$ cat src/rtl/pic_step_sequencer_pkg.sv
// Shared types and default sizes for the PIC timestep sequencer and its grid memories.
package pic_step_sequencer_pkg;

  localparam int unsigned NUM_PARTICLES = 16384;
  localparam int unsigned NUM_CELLS     = 4096;
  localparam int unsigned NUM_IT        = 4;
  localparam int unsigned PADDRWIDTH    = $clog2(NUM_PARTICLES);

  // Grid memory ownership: scatter writes charge, solve reads charge and writes phi.
  typedef enum logic {
    SCATTER = 1'b0,
    SOLVE   = 1'b1
  } step_t;

  typedef enum logic [2:0] {
    IDLE       = 3'd0,
    SCAT_ISSUE = 3'd1,
    SCAT_DRAIN = 3'd2,
    SOLV_ISSUE = 3'd3,
    SOLV_DRAIN = 3'd4
  } seq_state_t;

endpackage

$ cat src/rtl/pic_step_sequencer_idx_streamer.sv
// Valid/ready index source: presents 0..N-1 while enabled, pulses last on the final handshake
// and wraps back to 0 so the next pass starts clean.
module pic_step_sequencer_idx_streamer #(
  parameter int unsigned N = 4,
  parameter int unsigned W = $clog2(N)
) (
  input  logic         clk,
  input  logic         rst,
  input  logic         en,
  input  logic         ready,
  output logic [W-1:0] addr,
  output logic         valid,
  output logic         last
);

  logic [W-1:0] addr_q;
  logic         fire;

  // valid follows the enable directly; the owner only drops en after the last handshake
  assign valid = en;
  assign fire  = en && ready;
  assign last  = fire && (addr_q == W'(N - 1));
  assign addr  = addr_q;

  always_ff @(posedge clk) begin
    if (rst) begin
      addr_q <= '0;
    end else if (fire) begin
      addr_q <= last ? '0 : addr_q + W'(1);
    end
  end

endmodule

$ cat src/rtl/pic_step_sequencer.sv
// PIC timestep sequencer: per step, scatter every particle, drain, then run NUM_IT solver
// sweeps over every cell, draining after each; repeats for num_steps timesteps.
module pic_step_sequencer
  import pic_step_sequencer_pkg::*;
#(
  parameter int unsigned NUM_PARTICLES = 16384,
  parameter int unsigned NUM_CELLS     = pic_step_sequencer_pkg::NUM_CELLS,
  parameter int unsigned NUM_IT        = pic_step_sequencer_pkg::NUM_IT,
  parameter int unsigned PADDRW        = $clog2(NUM_PARTICLES),
  parameter int unsigned GADDRW        = $clog2(NUM_CELLS),
  parameter int unsigned ITW           = $clog2(NUM_IT + 1)
) (
  input  logic              clk,
  input  logic              rst,
  input  logic              start,
  input  logic [15:0]       num_steps,
  output logic              busy,
  output logic              done,
  output step_t             step,
  output logic [PADDRW-1:0] part_addr,
  output logic              part_valid,
  input  logic              part_ready,
  input  logic              scatter_idle,
  output logic [GADDRW-1:0] cell_addr,
  output logic              cell_valid,
  input  logic              cell_ready,
  input  logic              solve_idle,
  output logic [ITW-1:0]    iter,
  output logic [15:0]       step_count
);

  seq_state_t  state_q, state_d;
  logic [ITW-1:0] iter_q, iter_d;
  logic [15:0] step_count_q, step_count_d;
  logic [15:0] num_steps_q, num_steps_d;
  logic        done_q, done_d;
  logic        part_last, cell_last;

  pic_step_sequencer_idx_streamer #(
    .N (NUM_PARTICLES),
    .W (PADDRW)
  ) u_part_stream (
    .clk   (clk),
    .rst   (rst),
    .en    (state_q == SCAT_ISSUE),
    .ready (part_ready),
    .addr  (part_addr),
    .valid (part_valid),
    .last  (part_last)
  );

  pic_step_sequencer_idx_streamer #(
    .N (NUM_CELLS),
    .W (GADDRW)
  ) u_cell_stream (
    .clk   (clk),
    .rst   (rst),
    .en    (state_q == SOLV_ISSUE),
    .ready (cell_ready),
    .addr  (cell_addr),
    .valid (cell_valid),
    .last  (cell_last)
  );

  always_comb begin
    state_d      = state_q;
    iter_d       = iter_q;
    step_count_d = step_count_q;
    num_steps_d  = num_steps_q;
    done_d       = 1'b0;
    case (state_q)
      IDLE: begin
        if (start) begin
          step_count_d = '0;
          num_steps_d  = num_steps;
          if (num_steps != 16'd0) begin
            state_d = SCAT_ISSUE;
          end else begin
            done_d = 1'b1;
          end
        end
      end
      SCAT_ISSUE: if (part_last) state_d = SCAT_DRAIN;
      SCAT_DRAIN: if (scatter_idle) state_d = SOLV_ISSUE;
      SOLV_ISSUE: if (cell_last) state_d = SOLV_DRAIN;
      SOLV_DRAIN: begin
        if (solve_idle) begin
          if (iter_q < ITW'(NUM_IT - 1)) begin
            iter_d  = iter_q + ITW'(1);
            state_d = SOLV_ISSUE;
          end else begin
            iter_d       = '0;
            step_count_d = step_count_q + 16'd1;
            // widened compare so a 16-bit step_count never wraps into a false "more to do"
            if (({1'b0, step_count_q} + 17'd1) < {1'b0, num_steps_q}) begin
              state_d = SCAT_ISSUE;
            end else begin
              state_d = IDLE;
              done_d  = 1'b1;
            end
          end
        end
      end
      default: state_d = IDLE;
    endcase
  end

  always_ff @(posedge clk) begin
    if (rst) begin
      state_q      <= IDLE;
      iter_q       <= '0;
      step_count_q <= '0;
      num_steps_q  <= '0;
      done_q       <= 1'b0;
    end else begin
      state_q      <= state_d;
      iter_q       <= iter_d;
      step_count_q <= step_count_d;
      num_steps_q  <= num_steps_d;
      done_q       <= done_d;
    end
  end

  // Ownership is a pure function of state, so it only flips on drain->issue edges.
  assign step       = ((state_q == SOLV_ISSUE) || (state_q == SOLV_DRAIN)) ? SOLVE : SCATTER;
  assign busy       = (state_q != IDLE);
  assign done       = done_q;
  assign iter       = iter_q;
  assign step_count = step_count_q;

endmodule

$ cat config.mk
export PLATFORM = sky130hd
export DESIGN_NAME = pic_step_sequencer
export DESIGN_NICKNAME = d
export VERILOG_FILES = /design/src/rtl/pic_step_sequencer_pkg.sv /design/src/rtl/pic_step_sequencer_idx_streamer.sv /design/src/rtl/pic_step_sequencer.sv
export SDC_FILE = /design/constraint.sdc
export NUM_CORES = 1
export LEC_CHECK = 0
export ABC_CLOCK_PERIOD_IN_PS = 4470
export CAP_MARGIN = 40
export CORE_MARGIN = 10
export CORE_UTILIZATION = 55
export DETAILED_ROUTE_END_ITERATION = 10
export PLACE_DENSITY = 0.94
export SLEW_MARGIN = 40
export SYNTH_ARGS = -nofsm -noshare
export SYNTH_HDL_FRONTEND = slang
export SYNTH_SLANG_ARGS = --single-unit
$ cat constraint.sdc
create_clock -name clk -period 4.47 [get_ports clk]
set_input_delay 1.341 -clock clk [delete_from_list [all_inputs] [get_ports clk]]
set_output_delay 1.341 -clock clk [all_outputs]
set_load 0.02 [all_outputs]
### Word level (Yosys, flattened, before mapping)

Index checks and enable logic that the tools add are counted.
Widths: inputs -> output; s select.

* register bits after elaboration: 65
* bits of input ports: 23
* output and inout port bits: 50
* logic and storage cells: 63

* add/sub/neg operators: 5
* $lt $le $gt $ge: 2
* equal/unequal tests: 13
* muxes and demuxes: 23
* reductions and logical operators: 13

Operators by type and width (number)
* $mux 16: 3
* $pmux 16 s2: 1
* $mux 3: 7
* $add 16x1->17 const B: 1
* $lt 17x16->1: 1
* $add 16x1->16 const B: 1
* $reduce_bool 16->1: 1
* $pmux 3 s5: 1
* $add 14x1->14 const B: 1
* $eq 14x14->1 const B: 1
* $mux 14: 1
* $ne 2x2->1 const B: 7
* $add 12x1->12 const B: 1
* $eq 12x12->1 const B: 1
* $mux 12: 1
* $mux 1: 7
* $eq 3x2->1 const B: 2
* $reduce_and 6->1: 1
* $logic_and 1x1->1: 4
* $reduce_and 2->1: 2
* $reduce_and 4->1: 1
* $add 3x1->3 const B: 1
* $eq 3x1->1 const B: 1
* $eq 3x3->1 const B: 1
* other kinds (7): 7

### Longest topological paths before layout

* depth in word-level cells: 6
* gate-level depth with buffers: 11

### By module

Synthesis repeated with hierarchy kept, for this count alone.

* cell total of the unflattened synthesis: 456
* area, all modules: 3676.0 µm²

By module, submodules not included
* pic_step_sequencer: times used 1, cells an instance 315, area an instance 2379.8 µm²
* pic_step_sequencer_idx_streamer at u_part_stream: times used 1, cells an instance 78, area an instance 695.7 µm²
* pic_step_sequencer_idx_streamer at u_cell_stream: times used 1, cells an instance 63, area an instance 600.6 µm²

### Least setup slack after synthesis

Ideal clock, no wire load.

* path type: flip-flop to flip-flop
* from: register step_count_q[0], in the netlist step_count[0]
* to: register state_q[0]
* library setup time: 86 ps
* arrival time: 3081 ps
* required time: 4384 ps
* slack: 1303 ps
* cell stages (with the launch flop): 12
* buffers on the path: 0
* clock period less this slack: 3167 ps
* path through: dfxtp_1 ha_1 nand2_1 nor3_2 nand3_1 xnor2_1 ha_1 a21o_1 a221o_1 a211o_1 a311o_1 a211oi_1

* word-level cells in the longest chain between the ends: 6

Ends and longest elaborated chain
* from (decl): RTL line pic_step_sequencer.sv:34 `logic [15:0] step_count_q, step_count_d;`
* from (signal assigned): RTL line pic_step_sequencer.sv:118 `step_count_q <= step_count_d;`
* $add 16x1->17: RTL line pic_step_sequencer.sv:95 `if (({1'b0, step_count_q} + 17'd1) < {1'b0, num_steps_q}) begin`
* $lt 17x16->1: RTL line pic_step_sequencer.sv:95
* $mux 1: RTL line pic_step_sequencer.sv:95
* $mux 2: RTL line pic_step_sequencer.sv:88 `if (iter_q < ITW'(NUM_IT - 1)) begin`
* $mux 3: RTL line pic_step_sequencer.sv:87 `if (solve_idle) begin`
* $pmux 3 s5: RTL line pic_step_sequencer.sv:71 `case (state_q)`
* to (signal assigned): RTL line pic_step_sequencer.sv:116 `state_q <= state_d;`
* to (decl): RTL line pic_step_sequencer.sv:32 `seq_state_t state_q, state_d;`

Every way passes these cells. The select of a mux whose other input is x is not followed.
A chain may end at the register's enable or synchronous reset.

### Worst setup path after layout

* from: register step_count_q[4], in the netlist step_count[4]
* to: register state_q[0]

The elaborated chain is that of the path after synthesis.

==> results.md <==
- Clock network fraction of design power: 41.5%
- Root Driver: clkbuf_8
- Setup-failing EPs final: 0
- # fillers: between 400 and 500
- Psw: between 300 and 400 uW
- Postcts setup bufs: 0
- Post-synthesis sequential area ratio: 37.2%
- First-pass GRT wire length: 15000 um
- CTS Buf Count: 9
- HP Class: reg -> reg
- Post-synthesis simple-gate area fraction: 26.9%
- Count leader, synth: dfxtp_1
- Placeable Area: 6060 um^2
- Sequential power share: 47.9%
- Reg-to-Reg Start: step_count[4]
- Unrepaired setup endpoints after global routing: no
- Final #Nets: 550
- Setup Crit Path Kind: reg -> reg
- Max-Cap Viols: 0
- Primary FF master, synth: dfxtp_1
- DIE HEIGHT: 99.7 um
- Number of synthesized flops with an enable pin: 0
- Area growth, synth to finish: 26.3%
- Final Hold Violating Endpoints: 0
- Post-cts repair resize count: 0
- I/O pins: 73
- CTS Hold Buffers Added: 0
- Placed wire-length estimate: 6720 um
- Register bit count reported by yosys: 65
- Via count: 3415
- Synth top cells by count: dfxtp_1, nand2_1, nor2_1
- Worst Setup SP: step_count[4]
- Largest net degree at the start of global routing: 25
- Share of the clock period used by the worst path after layout: roughly four fifths
- Synth top area share: between 30 and 40%
- Starting Density: 57.7%
- Initial antenna violation count: 0
- Req. time, crit path: 4740 ps
- Yosys warnings: 0
- Via-per-instance ratio: around 5.8
- Worst r2r path cells: 10
- CTS H-Tree Depth: 3
- Multi-input gate area: 2000 um^2
- Int Power: 957 uW
- Worst hold path startpoint: num_steps_q[12]
- Reg2Reg Capture Point: state_q[0]
- Die Wd: 99.7 um
- Multiplexer share of the synthesized area: 0%
- PortBufs: 72
- R2R setup slack: 960 ps
- First drt pass iteration count: 5
- Min Hold Slack: between 400 and 500 ps
- Met3 Track Usage GR: 4.78%
- Fin crit period: 3510 ps
- CP startpoint kind: register
- Post-synth ARST share: 0%
- Final WL: a little over 9000 um
- Worst slew pin tran: 690 ps
- Synth Cell Area: between 3000 and 4000 um^2
- Fin Clk Skew: 6.58 ps
- Initial drt markers: 215
- Final ANT Viol Nets: 0
- Share of layout cells above drive strength 1: 3.91%
- Status: completed
- Max VDD drop: 291 uV
- Ant diodes: 0
- Synth cell types: 46
- Clock sink count: 65
- Slew headroom: 54.0%
- GRT Util Overall: around 18%
- Met2 Usage GRT: 30.1%
- Clock Pin Slew Worst Setup and Hold Paths: roughly 60 ps
- Final instance area: 4420 um^2
- Vias in the first global route: 3181
- Critical path capture point type: register
- Critical Path End: state_q[0]
- CTS tree: done
- Worst-skew pair later-pin latency: 350 ps
- Synth area leader: dfxtp_1
- Cells after synthesis: 442
- Row count: 28
- TNS Setup: 0 ps
- Total die area: 9950 um^2
- Pins Over Slew Limit: 0
- Lkg Pwr: 0.00163 uW
- Remaining DRCs: 0
- Routing usage on met1: 21.5%
- Max Fclk: between 0.2 and 0.3 GHz
- Crit path max fanout: 7
- Syn Area/Cell: 7.91 um^2
- Power Total: 1260 uW
- Largest family of logic cells by synthesized area: simple AND/OR/NAND/NOR gates
- Power per standard cell area: 286 nW/um^2
- Complex-gate fraction of the synthesized area: between 10% and 20%
- Top Usage Layer GRT: met2
- Synthesized Nets: 484
- Switching Share: 24.2%
- Synth area leaders: dfxtp_1, ha_1, nand2_1, a21oi_1, nor2_1
- Routability cong.: 0.882
- Placed cell areas: 4220 um^2
- Post-synthesis adder-cell area fraction: 6.80%
- Routed len/inst: between 15 and 20 um
- Area taken by flip-flops and latches: 1300 um^2
- CP arrival: 3780 ps
- Combinational fraction of design power: 10.7%
- CTS Buffer Depth: 2
- Total gr overflow: 0
- Post-synthesis xor/xnor area fraction: 8.77%
## metrics by stage
stage / instances / setup WS [ps] / utilization, %
6_report: 586 / 958 / 72.9
2_1_floorplan: 442 / 1300 / -
4_1_cts: 586 / 1010 / 72.9
3_5_place_dp: 572 / 936 / 69.6
3_3_place_gp: 572 / 1020 / 69.6
5_1_grt: 586 / 651 / 72.9
## worst min path at each step
stage | to | cells after the start | slack (ps)
after detailed placement | num_steps_q[12] | 2 | 450
after CTS | num_steps_q[12] | 2 | 460
after global placement | num_steps_q[12] | 2 | 440
final | num_steps_q[12] | 2 | 460
after global routing | num_steps_q[13] | 2 | 490
after floorplan | num_steps_q[0] | 2 | 430
## critical path, cell delays in order, from the launching register on
cell and delay [ps]:
dfxtp_1 450, nand4_1 290, nor3_1 640, nand3_1 210, xnor2_1 240, ha_1 280, and3_1 200, a221o_1 320
a211o_1 250, a311o_1 340, a211oi_1 220
## final cells by class
class                           instances  share of cell area, %
Sequential cell                        65                   29.5
Inverter                               22                   1.87
Tap cell                               75                   2.13
Multi-Input combinational cell        336                   45.4
Timing Repair Buffer                   74                   16.7
Clock inverter                          4                   1.59
Clock buffer                           10                   2.89
## placed cells by master (no fill, tap or decap), types with 3 or more instances in the layout
| master | n |
|---|---|
| nand3_1 | 19 |
| nand2_1 | 62 |
| xor2_1 | 15 |
| dfxtp_1 | 65 |
| or3_1 | 10 |
| clkbuf_8 | 9 |
| nor4_1 | 4 |
| clkdlybuf4s50_1 | 72 |
| nand3b_1 | 3 |
| or4_1 | 3 |
| nand4_1 | 12 |
| nor3_1 | 8 |
| a21o_1 | 4 |
| nor2b_1 | 3 |
| inv_1 | 22 |
| a31oi_1 | 4 |
| ha_1 | 19 |
| a21oi_1 | 44 |
| and2_1 | 3 |
| nor2_1 | 48 |
| o21ai_0 | 17 |
| xnor2_1 | 20 |
| and3_1 | 6 |
| a22oi_1 | 6 |
## power groups by stage
stage	clock [uW]	combinational, uW	sequential (uW)
2_1_floorplan	0	86.3	614
3_3_place_gp	0	128	616
3_5_place_dp	0	132	617
4_1_cts	526	133	604
5_1_grt	552	149	606
6_report	524	134	604
## metal layers
layer,up-vias,part of all wire [%]
li1,1669,-
met1,1590,42
met2,140,49
met3,16,7.6
met4,0,1.9
met5,-,0
## logic make-up after synthesis
kind of cell               after synthesis
AOI/OAI and AO/OA                       88
xor gates and xnor gates                35
DFF                                     65
buffers and inverters                   41
adders and majority gates               19
and+or+nand+nor                        194
## flip-flops by register name, indices dropped and copies added, names as in the netlist
register and cells:
iter 3, num_steps_q 16, step_count 16, u_cell_stream.addr 12, u_part_stream.addr 14, done 1, state_q 3
No activity file was read; power rests on OpenSTA's default activity.
==> RTL change 1 (config.mk and constraints unchanged) <==
The package constant `NUM_CELLS` goes from 4096 to 8192.
--- a/src/rtl/pic_step_sequencer_pkg.sv
+++ b/src/rtl/pic_step_sequencer_pkg.sv
@@ -4,3 +4,3 @@
   localparam int unsigned NUM_PARTICLES = 16384;
-  localparam int unsigned NUM_CELLS     = 4096;
+  localparam int unsigned NUM_CELLS     = 8192;
   localparam int unsigned NUM_IT        = 4;
Interface: changed (resized cell_addr); port bits go from 73 to 74. No check against the original RTL was run, so the function may have changed too.
==> RTL change 1 against the unedited design <==
  * Global-route usage grew 0.69 points
  * Clock skew grew 0.0011 ns
  * Clock power shrank 15%
  * Setup slack gained 0.078 ns
  * Sequential cell count grew 1
  * Routed wire length grew 4.3%
  * Die area is essentially flat
  * Total power shrank 9.0%
  * Non-clock buffer count grew 2
  * Sequential share of layout area grew 0.25 points
  * Worst hold slack gained 0.0095 ns
  * Cell area grew 0.79%
  * Area after synthesis grew 0.11%
  * Core utilization shrank 2.0 points
  * Largest cell class unchanged
==> RTL change 1: results (changes against the unedited design) <==
outcome=finished clean (unchanged); Min Hold Slack=0.465 ns (was 0.456 ns); sequential element share of the synthesized area=37.7% (was 37.2%); TritonCTS Sinks=66 (was 65); skew final=0.00771 ns (was 0.00658 ns); GR met2 Demand/Resource=30.9% (was 30.1%); layout cell share with drive strength beyond 1=5.16% (was 3.91%); WL met3=649 um (was 697 um); metal2 WL=4720 um (was 4440 um); Sw Share=25.5% (was 24.2%); CP arrival=3.69 ns (was 3.78 ns); nets@finish=560 (was 550); count of multi-input gates=348 (was 336); Synth Net Count=493 (was 484); post-detail-place hpwl=7160 um (was 6720 um); vias post-DR=3512 (was 3415); crit path from=step_count[0]$_SDFFE_PP0P_ (was step_count[4]$_SDFFE_PP0P_); hold_sp=num_steps_q[8]$_SDFFE_PP0P_ (was num_steps_q[12]$_SDFFE_PP0P_); Max stage delay cell, worst path=dfxtp_1 (was nor3_1); initial DRC count=303 (was 215); Area growth syn-to-layout=27.1% (was 26.3%); Slew headroom=58.4% (was 54.0%); Buffers excl. clock=76 (was 74); fin crit share=76.8% (was 78.6%); non-clk buf share=16.9% (was 16.7%); multi-input gate share of total cell area=45.7% (was 45.4%); Synth top area share=37.7% (was 37.2%); Place WS=1.11 ns (was 0.936 ns); total global-route track usage=18.9% (was 18.2%); number of fillers in the final layout=474 (was 417); VDD IR max=0.219 mV (was 0.291 mV); number of global-route vias before repair=3247 (was 3181)
[RTL change 1: cell count changes in the layout (fill, tap and decap cells not counted), moves of 4 or more]
cell     unedited run  this run
a21oi_1            44        49
a22oi_1             6         1
inv_1              22        17
nand2_1            62        70
nor2_1             48        53
o21a_1              0         4
o21ai_0            17         9
or3_1              10         6
xnor2_1            20        12
xor2_1             15        24
[RTL change 1: cells by family after synthesis]
logic type | share of synthesized area, %
adder cells (fa/ha/maj) | 6.79
AND/OR/NAND/NOR | 29.3
AO/OA/AOI/OAI | 13.0
flip-flops | 37.7
XOR/XNOR | 9.01
buffers and inverters | 4.11
[RTL change 1: tightest hold or removal path: stages, from the launching register on]
cell	delay (ns)
dfxtp_1	0.32
nand2_1	0.05
a21oi_1	0.05
==> RTL change 2 (same settings) <==
Made on the original files. The 5 states of `seq_state_t` get a Gray code encoding in 3 bits.
--- a/src/rtl/pic_step_sequencer_pkg.sv
+++ b/src/rtl/pic_step_sequencer_pkg.sv
@@ -15,7 +15,7 @@
   typedef enum logic [2:0] {
-    IDLE       = 3'd0,
-    SCAT_ISSUE = 3'd1,
-    SCAT_DRAIN = 3'd2,
-    SOLV_ISSUE = 3'd3,
-    SOLV_DRAIN = 3'd4
+    IDLE       = 3'b000,
+    SCAT_ISSUE = 3'b001,
+    SCAT_DRAIN = 3'b011,
+    SOLV_ISSUE = 3'b010,
+    SOLV_DRAIN = 3'b110
   } seq_state_t;
Behaviour: same outputs for any inputs over 10 cycles, from zero or initial values and one cycle with rst high; not proved beyond that.
==> RTL change 2 against the unedited design <==
  * Routed wire length is 3.6% higher
  * Total power is 5.8% lower
  * Area after synthesis is 2.0% lower
  * Setup slack better by 0.076 ns
  * Core utilization is 0.21 points lower
  * Via count is 1.3% lower
  * Cell area is 1.4% lower
  * Sequential cell count stayed put
  * Critical path type unchanged
==> RTL change 2: results (changes against the unedited design) <==
GR met2 Demand/Resource=33.1% (was 30.1%); initial DRC count=231 (was 215); count of multi-input gates=331 (was 336); hold_sp=num_steps_q[14]$_SDFFE_PP0P_ (was num_steps_q[12]$_SDFFE_PP0P_); pin count of the biggest net entering global routing=29 (was 25); Unique masters post-synth=44 (was 46); outcome=finished clean (unchanged); slowest cell delay on critical path=0.47 ns (was 0.64 ns); layout cell share with drive strength beyond 1=5.94% (was 3.91%); clock buf count=11 (was 10); R2R setup slack=1.03 ns (was 0.96 ns); delay-heaviest family, CP=compound AO/OA/AOI/OAI gates (was simple AND/OR/NAND/NOR gates); Met1 Wirelength=3760 um (was 3820 um); top cells by area, synth=dfxtp_1 (38%), nand2_1 (8.0%), ha_1 (6.9%) (was dfxtp_1 (37%), ha_1 (6.8%), nand2_1 (6.7%)); worst-margin pin slew=0.625 ns (was 0.690 ns); inverter count=20 (was 22); total routed wirelength=9460 um (was 9130 um); Psw=0.000291 W (was 0.000305 W); sequential element share of the synthesized area=38.0% (was 37.2%); post-detail-place hpwl=6830 um (was 6720 um); drt pass-1 iters=4 (was 5); cells on worst reg2reg path=12 (was 10); placer congestion estimate=0.834 (was 0.882); met1 usage=20.0% (was 21.5%); Syn Inst Count=433 (was 442)
RTL change 2: cell types whose count changed after synthesis, moves of 4 or more:
cell and delta:
nand2_1 +11, or3_1 -9, o21ai_0 -8, xnor2_1 -6, nand3_1 -5, nor2_1 +5
xor2_1 +5, a31oi_1 -4, and3_1 +4
RTL change 2: per-stage QoR:
stage / hold slack [ns] / total power, W / cell area, um^2 / setup WS, ns / util, %
after floorplan: 0.436 / 0.000659 / 3430 / 1.44 / -
after global placement: 0.445 / 0.000693 / 4160 / 1.35 / 69.4
after detailed placement: 0.448 / 0.000698 / 4160 / 1.16 / 69.4
after CTS: 0.456 / 0.00119 / 4350 / 1.12 / 72.6
after global routing: 0.485 / 0.00123 / 4350 / 0.772 / 72.6
final: 0.456 / 0.00119 / 4350 / 1.03 / 72.6
RTL change 2: worst min path at each step:
stage / end
2_1_floorplan: num_steps_q[10]$_SDFFE_PP0P_
3_3_place_gp: num_steps_q[4]$_SDFFE_PP0P_
3_5_place_dp: num_steps_q[14]$_SDFFE_PP0P_
4_1_cts: num_steps_q[14]$_SDFFE_PP0P_
5_1_grt: num_steps_q[6]$_SDFFE_PP0P_
6_report: num_steps_q[14]$_SDFFE_PP0P_
RTL change 2: cells by family (layout without fill, tap and decap cells):
| logic type | Yosys count | count (layout) | share of synthesized area (%) |
|---|---|---|---|
| flops | 65 | 65 | 38.0 |
| simple gates | 201 | 201 | 28.4 |
| compound gates | 77 | 77 | 13.3 |
| fa+ha+maj | 19 | 19 | 6.94 |
| buf+inv | 37 | 109 | 4.75 |
| xor+xnor | 34 | 34 | 8.69 |
RTL change 2: tightest hold or removal path: cells and delay by family, from the launching register on:
family | cells | cell delay, ns
flip-flops | 1 | 0.31
AND/OR/NAND/NOR | 1 | 0.05
AO/OA/AOI/OAI | 1 | 0.05
